**src/rtl/rainbow_pkg.sv**
```systemverilog
// Shared types and the segment-to-duty mapping for the rainbow colour-wheel PWM.
package rainbow_pkg;

    localparam int SEGMENTS = 6;

    typedef enum logic {
        MODE_SMOOTH  = 1'b0,
        MODE_STEPPED = 1'b1
    } mode_t;

    // Duty is produced at 16 bits so one helper serves every PWM_BITS up to 16.
    function automatic logic [15:0] seg_duty(input logic [2:0]  seg,
                                             input logic [15:0] frac,
                                             input logic [15:0] dmax,
                                             input mode_t       mode);
        logic [15:0] d;
        d = 16'd0;
        if (mode == MODE_STEPPED) begin
            d = (seg < 3'd3) ? dmax : 16'd0;
        end else begin
            case (seg)
                3'd0:       d = frac;
                3'd1, 3'd2: d = dmax;
                3'd3:       d = dmax - frac;
                default:    d = 16'd0;
            endcase
        end
        return d;
    endfunction

endpackage

```
**src/rtl/rainbow_pwm_if.sv**
```systemverilog
// Control and LED-drive bundle between the board top level and rainbow_pwm.
interface rainbow_pwm_if #(
    parameter int NUM_CH = 3
);
    logic              en;
    logic              mode;
    logic [NUM_CH-1:0] led_out;
    logic              wrap;

    modport master (output en, output mode, input led_out, input wrap);
    modport slave  (input en, input mode, output led_out, output wrap);
endinterface

```
**src/rtl/pwm_channel.sv**
```systemverilog
// One colour channel: duty staging register, frame-aligned active duty and PWM compare.
module pwm_channel
    import rainbow_pkg::*;
#(
    parameter int PWM_BITS = 8
) (
    input  logic                clk,
    input  logic                rst,
    input  logic [PWM_BITS-1:0] duty,
    input  logic [PWM_BITS-1:0] pwm_cnt,
    input  logic                frame_end,
    output logic                led
);

    logic [PWM_BITS-1:0] duty_q;
    logic [PWM_BITS-1:0] duty_act;

    // duty_act only moves at the frame boundary so a frame never mixes two duties.
    always_ff @(posedge clk) begin
        if (rst) begin
            duty_q   <= '0;
            duty_act <= '0;
            led      <= 1'b0;
        end else begin
            duty_q <= duty;
            if (frame_end) begin
                duty_act <= duty_q;
            end
            led <= (duty_act > pwm_cnt);
        end
    end

endmodule

```
**src/rtl/rainbow_pwm.sv**
```systemverilog
// Phase-offset colour-wheel PWM generator; the board maps led_out[0..2] to RGB_G, RGB_B, RGB_R.
module rainbow_pwm
    import rainbow_pkg::*;
#(
    parameter int PWM_BITS    = 8,
    parameter int STEP_CYCLES = 46875,
    parameter int NUM_CH      = 3
) (
    input logic               clk,
    input logic               rst,
    rainbow_pwm_if.slave      bus
);

    localparam int TOTAL = SEGMENTS * (1 << PWM_BITS);
    localparam int POS_W = $clog2(TOTAL);
    localparam int OFF   = TOTAL / NUM_CH;
    localparam int TMR_W = (STEP_CYCLES > 1) ? $clog2(STEP_CYCLES) : 1;

    localparam logic [PWM_BITS-1:0] DMAX     = '1;
    localparam logic [TMR_W-1:0]    TMR_LAST = TMR_W'(STEP_CYCLES - 1);
    localparam logic [POS_W-1:0]    POS_LAST = POS_W'(TOTAL - 1);
    localparam logic [POS_W:0]      TOTAL_X  = (POS_W + 1)'(TOTAL);

    logic [TMR_W-1:0]    step_tmr;
    logic [POS_W-1:0]    pos;
    logic [PWM_BITS-1:0] pwm_cnt;
    logic                wrap_q;
    logic                frame_end;
    logic [NUM_CH-1:0]   led_vec;

    assign frame_end = (pwm_cnt == DMAX);

    // pwm_cnt is never gated by en so a frozen hue still shows its colour.
    always_ff @(posedge clk) begin
        if (rst) begin
            step_tmr <= '0;
            pos      <= '0;
            pwm_cnt  <= '0;
            wrap_q   <= 1'b0;
        end else begin
            pwm_cnt <= pwm_cnt + 1'b1;
            wrap_q  <= 1'b0;
            if (bus.en) begin
                if (step_tmr == TMR_LAST) begin
                    step_tmr <= '0;
                    if (pos == POS_LAST) begin
                        pos    <= '0;
                        wrap_q <= 1'b1;
                    end else begin
                        pos <= pos + 1'b1;
                    end
                end else begin
                    step_tmr <= step_tmr + 1'b1;
                end
            end
        end
    end

    for (genvar c = 0; c < NUM_CH; c++) begin : g_ch
        logic [POS_W:0]      hue_sum;
        logic [POS_W:0]      hue_x;
        logic [POS_W-1:0]    hue;
        logic [2:0]          seg;
        logic [PWM_BITS-1:0] frac;
        logic [PWM_BITS-1:0] duty;

        // TOTAL is not a power of two, so wrap with a compare-and-subtract.
        assign hue_sum = {1'b0, pos} + (POS_W + 1)'(c * OFF);
        assign hue_x   = (hue_sum >= TOTAL_X) ? (hue_sum - TOTAL_X) : hue_sum;
        assign hue     = hue_x[POS_W-1:0];
        assign seg     = hue[POS_W-1:PWM_BITS];
        assign frac    = hue[PWM_BITS-1:0];
        assign duty    = PWM_BITS'(seg_duty(seg, 16'(frac), 16'(DMAX), mode_t'(bus.mode)));

        pwm_channel #(
            .PWM_BITS(PWM_BITS)
        ) u_ch (
            .clk      (clk),
            .rst      (rst),
            .duty     (duty),
            .pwm_cnt  (pwm_cnt),
            .frame_end(frame_end),
            .led      (led_vec[c])
        );
    end

    assign bus.led_out = led_vec;
    assign bus.wrap    = wrap_q;

endmodule

```
**src/flat_wrapper.sv**
```systemverilog
// flat-port wrapper written by rule: the top's interface ports become plain ports
module rainbow_pwm_flat import rainbow_pkg::*;
#(
    parameter int PWM_BITS    = 8,
    parameter int STEP_CYCLES = 46875,
    parameter int NUM_CH      = 3
)
  (clk, rst, bus_en, bus_mode, bus_led_out, bus_wrap);
  rainbow_pwm_if #(.NUM_CH(NUM_CH)) bus_i ();
  input logic clk;
  input logic rst;
  input wire logic [$bits(bus_i.en)-1:0] bus_en;
  input wire logic [$bits(bus_i.mode)-1:0] bus_mode;
  output wire logic [$bits(bus_i.led_out)-1:0] bus_led_out;
  output wire logic [$bits(bus_i.wrap)-1:0] bus_wrap;
  assign bus_i.en = bus_en;
  assign bus_i.mode = bus_mode;
  assign bus_led_out = bus_i.led_out;
  assign bus_wrap = bus_i.wrap;
  rainbow_pwm #(.PWM_BITS(PWM_BITS), .STEP_CYCLES(STEP_CYCLES), .NUM_CH(NUM_CH)) u_core (.clk(clk), .rst(rst), .bus(bus_i));
endmodule
```
**config.mk**
```make
export PLATFORM = sky130hd
export DESIGN_NAME = rainbow_pwm_flat
export DESIGN_NICKNAME = d
export VERILOG_FILES = /design/src/rtl/rainbow_pkg.sv /design/src/rtl/rainbow_pwm_if.sv /design/src/rtl/pwm_channel.sv /design/src/rtl/rainbow_pwm.sv /design/src/flat_wrapper.sv
export SDC_FILE = /design/constraint.sdc
export NUM_CORES = 1
export LEC_CHECK = 0
export CORE_AREA = 2 2 82 84
export DETAILED_ROUTE_END_ITERATION = 8
export DIE_AREA = 0 0 84 86
export PLACE_DENSITY = 0.79
export SETUP_SLACK_MARGIN = 0.4
export SYNTH_ARGS = -nofsm -noshare
export SYNTH_HDL_FRONTEND = slang
export SYNTH_SLANG_ARGS = --single-unit
```
**constraint.sdc**
```tcl
create_clock -name clk -period 3.4 [get_ports clk]
set_input_delay 0.68 -clock clk [delete_from_list [all_inputs] [get_ports clk]]
set_output_delay 0.68 -clock clk [all_outputs]
set_load 0.01 [all_outputs]
```
### After elaboration in Yosys (flattened, before gate mapping)

Cells that the tools add are included.

* register bits: 87
* input port bits: 4
* output and inout port bits: 4
* word-level logic and storage cells: 70

* $add $sub $neg: 11
* order comparisons: 9
* equal/unequal tests: 12
* mux-type cells: 15
* bitwise operators: 2
* reductions and logical operators: 8

Operators with widths (count)
* 8-bit one-hot mux with 3 select lines: 3
* 8-bit 2-to-1 mux: 6
* 11-bit 2-to-1 mux: 4
* 11-bit subtractor (second input constant): 3
* 12-bit by 11-bit greater-or-equal comparator with 1-bit output (second input constant): 2
* 8-bit greater-than comparator: 3
* 8-bit subtractor (first input constant): 3
* 3-bit by 2-bit equality test with 1-bit output (second input constant): 6
* 16-bit by 1-bit adder with 16-bit output (second input constant): 1
* 16-bit equality test (second input constant): 1
* 16-bit 2-to-1 mux: 1
* 11-bit by 10-bit adder with 12-bit output (second input constant): 1
* 11-bit by 11-bit adder with 12-bit output (second input constant): 1
* 11-bit by 1-bit adder with 11-bit output (second input constant): 1
* 11-bit equality test (second input constant): 1
* 11-bit greater-or-equal comparator (second input constant): 1
* 3-bit by 1-bit equality test with 1-bit output (second input constant): 3
* 3-bit logical NOT: 3
* 3-bit by 2-bit < comparator with 1-bit output (second input constant): 3
* 8-bit by 1-bit adder with 8-bit output (second input constant): 1
* 8-bit equality test (second input constant): 1
* 2-bit OR reduction: 3
* 3-bit OR reduction: 1
* 1-bit inverter: 2
* other kinds (2): 2

### Depth between registers and ports, before layout

* depth in word-level cells: 7
* gate-level depth with buffers: 9
* gate-level depth less buffers: 7

### By module

Synthesis repeated with hierarchy kept, for this count alone.

* cell total of the unflattened synthesis: 499
* area, all modules: 4414.2 um2

Modules (own cells, without submodules)
* rainbow_pwm: times used 1, cells an instance 283, area an instance 2218.4 um2, seq. area each 720.7 um2
* pwm_channel: times used 3, cells an instance 72, area an instance 732.0 um2, seq. area each 340.3 um2

### Worst setup path before layout

OpenSTA, ideal clock, no wires.

* kind: register to register
* from: register u_core.pos[9]
* to: register u_core.g_ch[1].u_ch.duty_q[0]
* setup time: 0.154 ns
* arrival time: 1.812 ns
* data required time: 3.246 ns
* slack: 1.434 ns
* cell stages (with the launch flop): 7
* buffers on the path: 0
* period minus slack after synthesis: 1.966 ns
* path through: dfxtp_1 inv_1 ha_1 nor4b_1 a21boi_0 o31ai_1 mux2i_1

* word-level cells in the longest chain between the ends: 7
* elaborated cells between the ends (all ways): 14
* classes of those cells: add/sub (3); order compare (2); eq/ne (3); mux (4); reduce/logical (2)

RTL lines
* from (decl): line rainbow_pwm.sv:25 `logic [POS_W-1:0] pos;`
* from (signal assigned): line rainbow_pwm.sv:50 `pos <= pos + 1'b1;`
* 11-bit by 10-bit adder with 12-bit output *: line rainbow_pwm.sv:68 `assign hue_sum = {1'b0, pos} + (POS_W + 1)'(c * OFF);`
* 11-bit subtractor / 12-bit by 11-bit greater-or-equal comparator with 1-bit output (equally long branches): line rainbow_pwm.sv:69 `assign hue_x = (hue_sum >= TOTAL_X) ? (hue_sum - TOTAL_X) : hue_sum;`
* 11-bit 2-to-1 mux *: line rainbow_pwm.sv:69
* branches (longest 3 deep; another with 8-bit subtractor)
* 8-bit 2-to-1 mux *: line rainbow_pkg.sv:18 `if (mode == MODE_STEPPED) begin`
* to (signal assigned): line pwm_channel.sv:25 `duty_q <= duty;`
* to (decl): line pwm_channel.sv:15 `logic [PWM_BITS-1:0] duty_q;`

Every way passes the cells marked *.
A chain may end at the register's enable or synchronous reset.

### Worst setup path in the final report

* from: register u_core.pos[9]
* to: register u_core.g_ch[1].u_ch.duty_q[1]

Same word-level chain as after synthesis.

==> results.sh <==
export IMPL_worst_pin_slew_ns=0.924
export IMPL_gp_congestion=0.832
export IMPL_drt_pass1_iterations=4
export IMPL_hold_violations=0
export IMPL_synth_top_family_by_area="simple AND/OR/NAND/NOR gates"
export IMPL_cp_end_kind="flip-flop"
export IMPL_ant_nets=0
export IMPL_hold_path_class="flip-flop to flip-flop"
export IMPL_cp_required_ns=3.59
export IMPL_viasPerCell=5.53
export IMPL_postCtsSetupBuffers=0
export IMPL_cts_buffers=9
export IMPL_p_leak_nw=1.58
export IMPL_crit_arrival_ns=2.60
export IMPL_fin_setup_tns_ns=0
export IMPL_setup_worst_path_class="flip-flop to flip-flop"
export IMPL_setup_slack_ns=0.988
export IMPL_total_power_mw=1.77
export IMPL_core_rowCount=29
export IMPL_synth_edf_count=0
export IMPL_cp_slowest_cell="o31ai_1"
export IMPL_grt_pass1_wl_mm=13.5
export IMPL_final_common_cell="dfxtp_1"
export IMPL_setup_viol=0
export IMPL_worstPathMaxFanout=8
export IMPL_drt_initial_drc_count=115
export IMPL_worstSkewPairLatency_ns=0.36
export IMPL_syn_num_nets=505
export IMPL_synthAdderAreaFrac_pct=10.3
export IMPL_cts_htree_levels=3
export IMPL_antenna_found_initial=0
export IMPL_die_w_microns=84
export IMPL_io_pin_count=8
export IMPL_synth_xor_xnor_area_share_pct=4.79
export IMPL_r2r_setup_slack_ns=0.99
export IMPL_yosysWarnings=0
export IMPL_port_buffers=7
export IMPL_cp_start_kind="flip-flop"
export IMPL_path_cells="inv_1 -> ha_1 -> nor4b_1 -> a21boi_0 -> o31ai_1 -> mux2i_1"
export IMPL_synth_compound_area_share_pct=12.7
export IMPL_initial_core_util_pct=64.1
export IMPL_cts_resized=0
export IMPL_syn_avg_cell_area_sq_um=8.60
export IMPL_async_reset_ff_share_pct=0
export IMPL_skew_ns=0.00696
export IMPL_drv_slew=0
export IMPL_vias=3032
export IMPL_place_ws_ns=0.716
export IMPL_drv_cap=0
export IMPL_grt_max_degree=36
export IMPL_crit_path_max_incr_delay_ns=0.74
export IMPL_clk_pin_slew_worst_paths_ns=0.09
export IMPL_dp_cells=533
export IMPL_synth_ff_type="dfxtp_1"
export IMPL_cts_root_buf="clkbuf_8"
export IMPL_relSlewSlack_pct=37.9
export IMPL_drive_gt1_share_pct=4.88
export IMPL_gr_total_overflow=0
export IMPL_status="completed"
export IMPL_cts_sinks=87
export IMPL_area_growth_pct=6.22
export IMPL_gr_usage_all_layers_pct=23.1
export IMPL_cp_top_family="compound AO/OA/AOI/OAI gates"
export IMPL_cts_hold_buffers=0
export IMPL_finalNonFillerCells=548
export IMPL_core_sq_um=6280
export IMPL_seq_area_frac_synth_pct=43.3
export IMPL_synth_cell_area_sq_um=4030
export IMPL_grt_pass1_vias=3049
export IMPL_ys_ff_latch=87
export IMPL_grt_setup_unrepaired="no"
export IMPL_synthSimpleGateAreaFrac_pct=23.0
export IMPL_route_detailed_drc=0
export IMPL_timing_hold_ws_ns=0.437
export IMPL_period_minus_slack_ns=2.41
export IMPL_cts_tree="done"
export IMPL_final_cell_mix="dfxtp_1, nand2_1, nor2_1"
export IMPL_die_area_sq_um=7220
export IMPL_cts_buffer_depth=2
export IMPL_synthMuxAreaShare_pct=1.99
export IMPL_cp_num_buf_inv=1
export IMPL_fin_nets=504
export IMPL_syn_inst=468
export IMPL_die_h_microns=86
export IMPL_n_antenna_cell=0
export IMPL_wirelength_mm=7.52
export IMPL_hpwl_mm=5.35
export IMPL_peakVddDrop_mv=0.261
export IMPL_p_per_area_nw_per_um2=414
export IMPL_post_route_period_util_pct=70.9
export IMPL_ys_types=39
export IMPL_post_drt_wl_per_cell_microns=13.7
export IMPL_fmax_mhz=415
where the power goes:
part,switching (mW),leakage (nW),internal [mW],total (mW)
Clock,0.360,0.0744,0.261,0.621
Combinational,0.0544,0.794,0.0434,0.0978
Sequential,0.0109,0.707,1.04,1.05
cells by family (layout without fill, tap and decap cells):
group	after synthesis	after routing
fa+ha+maj	33	33
mux	8	8
buf+inv	38	41
compound gates	83	83
xor+xnor	22	22
simple gates	197	197
flops	87	87
final cells by class:
cell class | instances | area (sq um)
inverter | 17 | 63.8
multi-input combinational | 343 | 2120
timing repair buffer | 9 | 85.1
sequential | 87 | 1740
clock buffer | 10 | 128
fill | 516 | 2000
tap | 77 | 96.3
clock inverter | 5 | 36.3
Yosys cell counts, drive strengths merged (8+ instances only):
master	count	share of area, %
dfxtp	87	43
nand2	67	6.4
nor2	63	5.9
a21oi	36	4.5
ha	33	10
a211oi	20	3.7
inv	17	1.6
clkbuf	16	1.5
xnor2	14	3.0
nand3	13	1.6
nand4	13	2.0
o21ai	9	1.1
mux2i	8	2.0
xor2	8	1.7
per-layer routing:
metal	global-route usage (%)	wire (microns)	vias to the layer above	share of wire, %
met4	12.0	194	0	2.6
li1	-	-	1615	-
met3	3.75	191	16	2.5
met2	39.3	3710	38	49
met5	0	0	-	0
met1	28.4	3420	1363	46
path summary, 6_finish.rpt:
path	cells past startpoint	to	from
setup / recovery	6	u_core.g_ch[1].u_ch.duty_q[1]$_SDFF_PP0_	u_core.pos[9]$_SDFFE_PP0P_
hold / removal	2	u_core.g_ch[1].u_ch.duty_act[0]$_SDFFE_PP0N_	u_core.g_ch[1].u_ch.duty_q[0]$_SDFF_PP0_
setup reg to reg	6	u_core.g_ch[1].u_ch.duty_q[1]$_SDFF_PP0_	u_core.pos[9]$_SDFFE_PP0P_
hold reg to reg	2	u_core.g_ch[1].u_ch.duty_act[0]$_SDFFE_PP0N_	u_core.g_ch[1].u_ch.duty_q[0]$_SDFF_PP0_
state kept, by name, indices dropped and copies added (netlist names):
| register | cells |
|---|---|
| u_core.g_ch.u_ch.led | 3 |
| u_core.pwm_cnt | 8 |
| u_core.g_ch.u_ch.duty_q | 24 |
| u_core.g_ch.u_ch.duty_act | 24 |
| u_core.step_tmr | 16 |
| u_core.pos | 11 |
| u_core.bus.wrap | 1 |
tightest hold or removal path: cells and delay by family, from the launching register on:
kind / cells / cell delay (ns)
compound gates: 1 / 0.05
flops: 1 / 0.30
simple gates: 1 / 0.05
stage by stage:
stage / instance area (sq um) / utilization (%)
2_1_floorplan: 4030 / -
3_3_place_gp: 4110 / 65.5
3_5_place_dp: 4110 / 65.5
4_1_cts: 4280 / 68.1
5_1_grt: 4280 / 68.1
6_report: 4280 / 68.1
(Power assumes the default switching activity.)
